===== src/rtl/dallanma_guncelleme_birimi_pkg.sv =====
// dallanma_guncelleme_birimi_pkg
// Shared definitions for the branch resolution / predictor update unit:
// FSM state encoding, FIFO entry field widths and the sequential PC step.
package dallanma_guncelleme_birimi_pkg;

  // CALIS: normal operation, TEMIZLE: one-cycle flush window after a redirect
  typedef enum logic {
    CALIS   = 1'b0,
    TEMIZLE = 1'b1
  } durum_t;

  // Width of the predicted-taken field inside a queue entry
  localparam int ATLADI_GENISLIK = 1;

  // Byte distance to the next sequential instruction
  localparam int PS_ARTIS = 4;

  // Entry layout is {ps, atladi, hedef}
  function automatic int giris_genisligi(input int ps_genislik);
    return (2 * ps_genislik) + ATLADI_GENISLIK;
  endfunction

endpackage


===== src/rtl/dallanma_guncelleme_birimi_if.sv =====
// dallanma_guncelleme_birimi_if
// Groups the fetch-side prediction push, the execute-side resolution pop,
// the predictor update bus, the redirect and the statistics counters.
// master = fetch/execute/predictor side, slave = the update unit.
interface dallanma_guncelleme_birimi_if #(
  parameter int PS_GENISLIK = 32
);
  logic                   ongoru_gecerli_i;
  logic [PS_GENISLIK-1:0] ongoru_ps_i;
  logic                   ongoru_atladi_i;
  logic [PS_GENISLIK-1:0] ongoru_hedef_i;
  logic                   kuyruk_dolu_o;
  logic                   kuyruk_bos_o;
  logic                   cozum_gecerli_i;
  logic                   cozum_atladi_i;
  logic [PS_GENISLIK-1:0] cozum_hedef_i;
  logic                   guncelle_gecerli_o;
  logic                   guncelle_atladi_o;
  logic [PS_GENISLIK-1:0] guncelle_ps_o;
  logic [PS_GENISLIK-1:0] guncelle_hedef_adresi_o;
  logic                   dallanma_hata_o;
  logic [PS_GENISLIK-1:0] duzeltilmis_ps_o;
  logic [31:0]            dogru_sayisi_o;
  logic [31:0]            hata_sayisi_o;

  modport master (
    output ongoru_gecerli_i, ongoru_ps_i, ongoru_atladi_i, ongoru_hedef_i,
    output cozum_gecerli_i, cozum_atladi_i, cozum_hedef_i,
    input  kuyruk_dolu_o, kuyruk_bos_o,
    input  guncelle_gecerli_o, guncelle_atladi_o, guncelle_ps_o, guncelle_hedef_adresi_o,
    input  dallanma_hata_o, duzeltilmis_ps_o, dogru_sayisi_o, hata_sayisi_o
  );

  modport slave (
    input  ongoru_gecerli_i, ongoru_ps_i, ongoru_atladi_i, ongoru_hedef_i,
    input  cozum_gecerli_i, cozum_atladi_i, cozum_hedef_i,
    output kuyruk_dolu_o, kuyruk_bos_o,
    output guncelle_gecerli_o, guncelle_atladi_o, guncelle_ps_o, guncelle_hedef_adresi_o,
    output dallanma_hata_o, duzeltilmis_ps_o, dogru_sayisi_o, hata_sayisi_o
  );
endinterface


===== src/rtl/dallanma_guncelleme_birimi_fifo.sv =====
// dallanma_fifo
// Circular buffer of in-flight predictions with synchronous push, pop and
// whole-queue flush. DERINLIK is a power of two so pointers wrap naturally.
// The caller only pushes when there is room (or a pop frees a slot in the
// same cycle) and only pops when not empty. Flush wins over push and pop.
module dallanma_fifo #(
  parameter int DERINLIK = 4,
  parameter int GENISLIK = 65
) (
  input  logic                clk_i,
  input  logic                rst_i,
  input  logic                push_i,
  input  logic [GENISLIK-1:0] veri_i,
  input  logic                pop_i,
  input  logic                flush_i,
  output logic [GENISLIK-1:0] bas_o,
  output logic                dolu_o,
  output logic                bos_o
);
  localparam int PW = $clog2(DERINLIK);

  logic [GENISLIK-1:0] r_bellek [DERINLIK];
  logic [PW-1:0]       r_yaz;
  logic [PW-1:0]       r_oku;
  logic [PW:0]         r_sayac;

  // Pointer and occupancy bookkeeping; a flush drops every entry at once
  always_ff @(posedge clk_i or negedge rst_i) begin
    if (!rst_i) begin
      r_yaz   <= '0;
      r_oku   <= '0;
      r_sayac <= '0;
    end else if (flush_i) begin
      r_yaz   <= '0;
      r_oku   <= '0;
      r_sayac <= '0;
    end else begin
      if (push_i) r_yaz <= r_yaz + 1'b1;
      if (pop_i)  r_oku <= r_oku + 1'b1;
      case ({push_i, pop_i})
        2'b10:   r_sayac <= r_sayac + 1'b1;
        2'b01:   r_sayac <= r_sayac - 1'b1;
        default: r_sayac <= r_sayac;
      endcase
    end
  end

  // Entry storage needs no reset; occupancy alone defines what is valid
  always_ff @(posedge clk_i) begin
    if (push_i && !flush_i) r_bellek[r_yaz] <= veri_i;
  end

  assign bas_o  = r_bellek[r_oku];
  assign dolu_o = (r_sayac == (PW+1)'(DERINLIK));
  assign bos_o  = (r_sayac == '0);
endmodule


===== src/rtl/dallanma_guncelleme_birimi.sv =====
// dallanma_guncelleme_birimi
// Queues fetch-time predictions, checks each against the execute-stage
// outcome in order, drives the predictor update bus and raises a redirect on
// a misprediction. Optional statistics counters: DALLANMA_SAYAC_EN.
module dallanma_guncelleme_birimi
  import dallanma_guncelleme_birimi_pkg::*;
#(
  parameter int DERINLIK    = 4,
  parameter int PS_GENISLIK = 32
) (
  input logic                         clk_i,
  input logic                         rst_i,
  dallanma_guncelleme_birimi_if.slave bus
);
  localparam int GIRIS_G = giris_genisligi(PS_GENISLIK);

  durum_t                 r_durum;
  durum_t                 w_sonraki;
  logic [GIRIS_G-1:0]     w_giris;
  logic [GIRIS_G-1:0]     w_bas;
  logic [PS_GENISLIK-1:0] w_bas_ps;
  logic                   w_bas_atladi;
  logic [PS_GENISLIK-1:0] w_bas_hedef;
  logic                   w_dolu;
  logic                   w_bos;
  logic                   w_calis;
  logic                   w_pop;
  logic                   w_push;
  logic                   w_hata;
  logic                   w_flush;
  logic [PS_GENISLIK-1:0] w_duzeltilmis;

  logic                   r_guncelle_gecerli;
  logic                   r_guncelle_atladi;
  logic [PS_GENISLIK-1:0] r_guncelle_ps;
  logic [PS_GENISLIK-1:0] r_guncelle_hedef;
  logic                   r_dallanma_hata;
  logic [PS_GENISLIK-1:0] r_duzeltilmis_ps;

  assign w_giris      = {bus.ongoru_ps_i, bus.ongoru_atladi_i, bus.ongoru_hedef_i};
  assign w_bas_ps     = w_bas[GIRIS_G-1 -: PS_GENISLIK];
  assign w_bas_atladi = w_bas[PS_GENISLIK];
  assign w_bas_hedef  = w_bas[PS_GENISLIK-1:0];

  assign w_calis = (r_durum == CALIS);
  assign w_pop   = bus.cozum_gecerli_i && !w_bos && w_calis;

  // Wrong direction, or right "taken" direction with the wrong target
  assign w_hata = (w_bas_atladi != bus.cozum_atladi_i) ||
                  (w_bas_atladi && bus.cozum_atladi_i && (w_bas_hedef != bus.cozum_hedef_i));

  assign w_flush = w_pop && w_hata;

  // A same-cycle pop frees the slot, so a push into a full queue is fine then;
  // a push alongside a mispredicting pop is wrong-path and is dropped
  assign w_push = bus.ongoru_gecerli_i && (!w_dolu || w_pop) && w_calis && !w_flush;

  assign w_duzeltilmis = bus.cozum_atladi_i ? bus.cozum_hedef_i
                                            : (w_bas_ps + PS_GENISLIK'(PS_ARTIS));

  dallanma_fifo #(
    .DERINLIK (DERINLIK),
    .GENISLIK (GIRIS_G)
  ) u_fifo (
    .clk_i   (clk_i),
    .rst_i   (rst_i),
    .push_i  (w_push),
    .veri_i  (w_giris),
    .pop_i   (w_pop),
    .flush_i (w_flush),
    .bas_o   (w_bas),
    .dolu_o  (w_dolu),
    .bos_o   (w_bos)
  );

  // FSM state register
  always_ff @(posedge clk_i or negedge rst_i) begin
    if (!rst_i) r_durum <= CALIS;
    else        r_durum <= w_sonraki;
  end

  // Next state: a misprediction opens a single-cycle flush window
  always_comb begin
    w_sonraki = r_durum;
    case (r_durum)
      CALIS:   if (w_flush) w_sonraki = TEMIZLE;
      TEMIZLE: w_sonraki = CALIS;
      default: w_sonraki = CALIS;
    endcase
  end

  // Registered update bus and redirect, one cycle after the accepted pop
  always_ff @(posedge clk_i or negedge rst_i) begin
    if (!rst_i) begin
      r_guncelle_gecerli <= 1'b0;
      r_guncelle_atladi  <= 1'b0;
      r_guncelle_ps      <= '0;
      r_guncelle_hedef   <= '0;
      r_dallanma_hata    <= 1'b0;
      r_duzeltilmis_ps   <= '0;
    end else begin
      r_guncelle_gecerli <= w_pop;
      r_guncelle_atladi  <= w_pop && bus.cozum_atladi_i;
      r_guncelle_ps      <= w_pop ? w_bas_ps : '0;
      r_guncelle_hedef   <= (w_pop && bus.cozum_atladi_i) ? bus.cozum_hedef_i : '0;
      r_dallanma_hata    <= w_flush;
      r_duzeltilmis_ps   <= w_flush ? w_duzeltilmis : '0;
    end
  end

  assign bus.kuyruk_dolu_o           = w_dolu;
  assign bus.kuyruk_bos_o            = w_bos;
  assign bus.guncelle_gecerli_o      = r_guncelle_gecerli;
  assign bus.guncelle_atladi_o       = r_guncelle_atladi;
  assign bus.guncelle_ps_o           = r_guncelle_ps;
  assign bus.guncelle_hedef_adresi_o = r_guncelle_hedef;
  assign bus.dallanma_hata_o         = r_dallanma_hata;
  assign bus.duzeltilmis_ps_o        = r_duzeltilmis_ps;

`ifdef DALLANMA_SAYAC_EN
  logic [31:0] r_dogru_sayisi;
  logic [31:0] r_hata_sayisi;

  // Saturating statistics, counted on the cycle the update is presented
  always_ff @(posedge clk_i or negedge rst_i) begin
    if (!rst_i) begin
      r_dogru_sayisi <= '0;
      r_hata_sayisi  <= '0;
    end else if (r_guncelle_gecerli) begin
      if (r_dallanma_hata) begin
        if (r_hata_sayisi != '1) r_hata_sayisi <= r_hata_sayisi + 1'b1;
      end else begin
        if (r_dogru_sayisi != '1) r_dogru_sayisi <= r_dogru_sayisi + 1'b1;
      end
    end
  end

  assign bus.dogru_sayisi_o = r_dogru_sayisi;
  assign bus.hata_sayisi_o  = r_hata_sayisi;
`else
  assign bus.dogru_sayisi_o = '0;
  assign bus.hata_sayisi_o  = '0;
`endif
endmodule


===== src/flat_wrapper.sv =====
// flat-port wrapper written by rule: the top's interface ports become plain ports
module dallanma_guncelleme_birimi_flat import dallanma_guncelleme_birimi_pkg::*;
#(
  parameter int DERINLIK    = 4,
  parameter int PS_GENISLIK = 32
)
  (clk_i, rst_i, bus_ongoru_gecerli_i, bus_ongoru_ps_i, bus_ongoru_atladi_i, bus_ongoru_hedef_i, bus_cozum_gecerli_i, bus_cozum_atladi_i, bus_cozum_hedef_i, bus_kuyruk_dolu_o, bus_kuyruk_bos_o, bus_guncelle_gecerli_o, bus_guncelle_atladi_o, bus_guncelle_ps_o, bus_guncelle_hedef_adresi_o, bus_dallanma_hata_o, bus_duzeltilmis_ps_o, bus_dogru_sayisi_o, bus_hata_sayisi_o);
  dallanma_guncelleme_birimi_if #(.PS_GENISLIK(PS_GENISLIK)) bus_i ();
  input logic clk_i;
  input logic rst_i;
  input wire logic [$bits(bus_i.ongoru_gecerli_i)-1:0] bus_ongoru_gecerli_i;
  input wire logic [$bits(bus_i.ongoru_ps_i)-1:0] bus_ongoru_ps_i;
  input wire logic [$bits(bus_i.ongoru_atladi_i)-1:0] bus_ongoru_atladi_i;
  input wire logic [$bits(bus_i.ongoru_hedef_i)-1:0] bus_ongoru_hedef_i;
  input wire logic [$bits(bus_i.cozum_gecerli_i)-1:0] bus_cozum_gecerli_i;
  input wire logic [$bits(bus_i.cozum_atladi_i)-1:0] bus_cozum_atladi_i;
  input wire logic [$bits(bus_i.cozum_hedef_i)-1:0] bus_cozum_hedef_i;
  output wire logic [$bits(bus_i.kuyruk_dolu_o)-1:0] bus_kuyruk_dolu_o;
  output wire logic [$bits(bus_i.kuyruk_bos_o)-1:0] bus_kuyruk_bos_o;
  output wire logic [$bits(bus_i.guncelle_gecerli_o)-1:0] bus_guncelle_gecerli_o;
  output wire logic [$bits(bus_i.guncelle_atladi_o)-1:0] bus_guncelle_atladi_o;
  output wire logic [$bits(bus_i.guncelle_ps_o)-1:0] bus_guncelle_ps_o;
  output wire logic [$bits(bus_i.guncelle_hedef_adresi_o)-1:0] bus_guncelle_hedef_adresi_o;
  output wire logic [$bits(bus_i.dallanma_hata_o)-1:0] bus_dallanma_hata_o;
  output wire logic [$bits(bus_i.duzeltilmis_ps_o)-1:0] bus_duzeltilmis_ps_o;
  output wire logic [$bits(bus_i.dogru_sayisi_o)-1:0] bus_dogru_sayisi_o;
  output wire logic [$bits(bus_i.hata_sayisi_o)-1:0] bus_hata_sayisi_o;
  assign bus_i.ongoru_gecerli_i = bus_ongoru_gecerli_i;
  assign bus_i.ongoru_ps_i = bus_ongoru_ps_i;
  assign bus_i.ongoru_atladi_i = bus_ongoru_atladi_i;
  assign bus_i.ongoru_hedef_i = bus_ongoru_hedef_i;
  assign bus_i.cozum_gecerli_i = bus_cozum_gecerli_i;
  assign bus_i.cozum_atladi_i = bus_cozum_atladi_i;
  assign bus_i.cozum_hedef_i = bus_cozum_hedef_i;
  assign bus_kuyruk_dolu_o = bus_i.kuyruk_dolu_o;
  assign bus_kuyruk_bos_o = bus_i.kuyruk_bos_o;
  assign bus_guncelle_gecerli_o = bus_i.guncelle_gecerli_o;
  assign bus_guncelle_atladi_o = bus_i.guncelle_atladi_o;
  assign bus_guncelle_ps_o = bus_i.guncelle_ps_o;
  assign bus_guncelle_hedef_adresi_o = bus_i.guncelle_hedef_adresi_o;
  assign bus_dallanma_hata_o = bus_i.dallanma_hata_o;
  assign bus_duzeltilmis_ps_o = bus_i.duzeltilmis_ps_o;
  assign bus_dogru_sayisi_o = bus_i.dogru_sayisi_o;
  assign bus_hata_sayisi_o = bus_i.hata_sayisi_o;
  dallanma_guncelleme_birimi #(.DERINLIK(DERINLIK), .PS_GENISLIK(PS_GENISLIK)) u_core (.clk_i(clk_i), .rst_i(rst_i), .bus(bus_i));
endmodule

===== config.mk =====
export PLATFORM = sky130hd
export DESIGN_NAME = dallanma_guncelleme_birimi_flat
export DESIGN_NICKNAME = d
export VERILOG_FILES = /design/src/rtl/dallanma_guncelleme_birimi_pkg.sv /design/src/rtl/dallanma_guncelleme_birimi_if.sv /design/src/rtl/dallanma_guncelleme_birimi_fifo.sv /design/src/rtl/dallanma_guncelleme_birimi.sv /design/src/flat_wrapper.sv
export SDC_FILE = /design/constraint.sdc
export NUM_CORES = 1
export LEC_CHECK = 0
export CAP_MARGIN = 20
export CORE_MARGIN = 4
export CORE_UTILIZATION = 35
export DETAILED_ROUTE_END_ITERATION = 16
export PLACE_DENSITY = 0.66
export SYNTH_ARGS = -nofsm -noshare
export SYNTH_HDL_FRONTEND = slang
export SYNTH_HIERARCHICAL = 1
export SYNTH_SLANG_ARGS = --single-unit

===== constraint.sdc =====
create_clock -name clk_i -period 9.8 [get_ports clk_i]
set_clock_uncertainty 0.2 [all_clocks]
set_input_delay 2.94 -clock clk_i [delete_from_list [all_inputs] [get_ports clk_i]]
set_output_delay 2.94 -clock clk_i [all_outputs]
set_load 0.05 [all_outputs]

==> run summary <==
status = completed
WL/cell = 23.1 um
max-cap violations = 0
first-pass GRT wire length = 58000 um
type of the tightest min-delay check = flop to flop
setup_tns = 0 ns
Rel. slew slack = 26.6%
DIE WIDTH = 217 um
register area = 0.0105 sq mm
Synth area leader = edfxtp_1
post-route cell area = 0.0188 sq mm
# Post-CTS Setup Buffers = 0
RD Place Congestion = 0.825
hold depth = 2
utilization after layout = 43.8%
# fillers = 3801
port bufs = 202
Synth area leaders = edfxtp_1, dfrtp_1, mux4_2
Place WS = 2.27 ns
clock buffer depth = 3
Cell Pwr Density = 299 mW/mm^2
die area = 0.0470 sq mm
most frequent cell after synthesis = edfxtp_1
number of cell rows = 76
crit path max fanout = 65
Mapped Avg Cell Area = 17.3 sq um
Final Setup Violations = 0
clk sinks = 367
DR vias = 8476
Pwr Total = 5.64 mW
number of synthesized flops with an enable pin = 260
DP Wirelength = 26600 um
Via-to-Cell Ratio = 4.97
Overflow after GRT = 0
post-cts resize count = 0
worst r2r path cells = 10
Area after DPL = 0.0175 sq mm
FF+latch count, synth = 367
CP startpoint kind = primary input
Core Box Area = 0.0431 sq mm
leakage dissipation = 6.86 nW
multi-input logic area = 0.00413 sq mm
H-tree depth = 2
Synth Flop Type = edfxtp_1
clock latency on the worst-skew pair = 0.55 ns
Hold-fix buffers, CTS = 0
GR Util All Layers = 16.6%
CP Capture Type = flop
Initial Utilization = 35.4%
Synth Instances = 880
Hold WS = 0.405 ns
aggregate routed wire length = 39500 um
Worst-path clk slew = 0.06 ns
Yosys cell types = 59
layout cells sized above 1 = 15.5%
Synthesis Warnings = 6
post-synthesis sequential area ratio = 68.8%
Critical Path AT = 7.01 ns
die height = 217 um
CTS tree = done
synthesized area = 0.0152 sq mm
ANT nets after route = 0
Final period util = 72.1%
# DRC = 0
largest net degree at the start of global routing = 77
PnR worst setup slack = 2.73 ns
Syn-to-layout area delta = 23.6%
Final Max Slew Viols = 0
number of global-route vias before repair = 8753
Reg2Reg Setup Slack = 3.93 ns
initial antenna violation count = 7
WS Path Type = primary input to flop
Worst VDD drop = 0.174 mV
Final min period = 7.07 ns
CTS Root Cell = clkbuf_16
Synth top cells by count = edfxtp_1, dfrtp_1, buf_4
Placed Instances = 1628
RSZ-0062 raised after global routing = false
Async S/R FF share, synth = 29.2%
Pre-antenna DRT Iters = 5
nets = 1195
worst-margin pin slew = 1.10 ns
# IOs = 267
Fmax = 0.142 GHz
Synth top area share = 51.2%
Num CTS Buffers = 41
final count of hold timing violations = 0
DRT iter0 DRCs = 638
Req. time, crit path = 9.75 ns
non-filler cells, final = 1707
-- path summary, 6_finish.rpt --
path,end,startpoint
setup / recovery,u_core/u_fifo/r_bellek[2][36]$_DFFE_PP_,bus_cozum_hedef_i[14]
hold / removal,u_core/u_fifo/r_yaz[1]$_DFFE_PN0P_,u_core/u_fifo/r_yaz[1]$_DFFE_PN0P_
setup reg to reg,u_core/u_fifo/r_bellek[2][36]$_DFFE_PP_,u_core/u_fifo/r_oku[1]$_DFFE_PN0P_
hold reg to reg,u_core/u_fifo/r_yaz[1]$_DFFE_PN0P_,u_core/u_fifo/r_yaz[1]$_DFFE_PN0P_
max in group asynchronous,u_core/u_fifo/r_oku[0]$_DFFE_PN0P_,rst_i
min in group asynchronous,u_core/bus.guncelle_gecerli_o$_DFF_PN0_,rst_i
-- critical path, stage by stage --
cell and delay [ns]:
clkdlybuf4s50_1 0.48, xor2_1 0.18, nor4_1 0.71, nand4_1 0.31, o21a_1 0.30, o41ai_2 0.77, nor2b_1 0.34, and2_4 0.91
-- cell usage in the layout (no fill, tap or decap), drive strengths merged, types with 15 or more instances in the layout --
| cell type | count |
|---|---|
| a211oi | 21 |
| and2 | 30 |
| and3 | 34 |
| clkbuf | 56 |
| clkdlybuf4s50 | 200 |
| conb | 64 |
| dfrtp | 107 |
| edfxtp | 260 |
| mux2i | 21 |
| mux4 | 65 |
| nand4 | 15 |
| nor2 | 24 |
| nor4 | 18 |
| xor2 | 37 |
-- layer usage --
layer	wire length [um]	global-route usage [%]
met1	16800	23.1
met2	18700	26.1
met3	3250	4.50
met4	658	3.90
met5	52	0
-- flip-flops by register name, summed over array words and instances (netlist names) --
signal                              flops
u_core/u_fifo/r_bellek                260
u_core/u_fifo/r_oku                     2
u_core/bus.guncelle_ps_o               32
u_core/bus.guncelle_hedef_adresi_o     32
u_core/bus.guncelle_atladi_o            1
u_core/u_fifo/r_sayac                   3
u_core/r_durum                          1
u_core/bus.dallanma_hata_o              1
u_core/bus.guncelle_gecerli_o           1
u_core/u_fifo/r_yaz                     2
u_core/bus.duzeltilmis_ps_o            32
-- report_power, final --
| part | total, mW | switching [mW] | internal (mW) |
|---|---|---|---|
| sequential | 2.06 | 0.0831 | 1.98 |
| combinational | 2.06 | 1.36 | 0.703 |
| clock | 1.51 | 0.612 | 0.901 |
| total | 5.64 | 2.05 | 3.58 |
-- final cells by class --
type / instances / area share, %
inverter: 12 / 0.239
antenna: 3 / 0.0398
clock buffer: 56 / 6.06
tap: 585 / 3.88
timing repair buffer: 212 / 11.1
sequential: 367 / 55.7
multi-input combinational: 452 / 21.9
clock inverter: 20 / 1.10
-- kinds of logic after synthesis --
logic type      Yosys count  share of synthesized area [%]
flops                   367                           68.8
simple gates            188                           7.73
buf+inv                 124                           5.79
mux                      86                           11.0
compound gates           56                           3.16
xor+xnor                 51                           2.93
fa+ha+maj                 7                          0.624
other cells               1                         0.0246
Note: power is estimated with default switching activity, not from simulation.
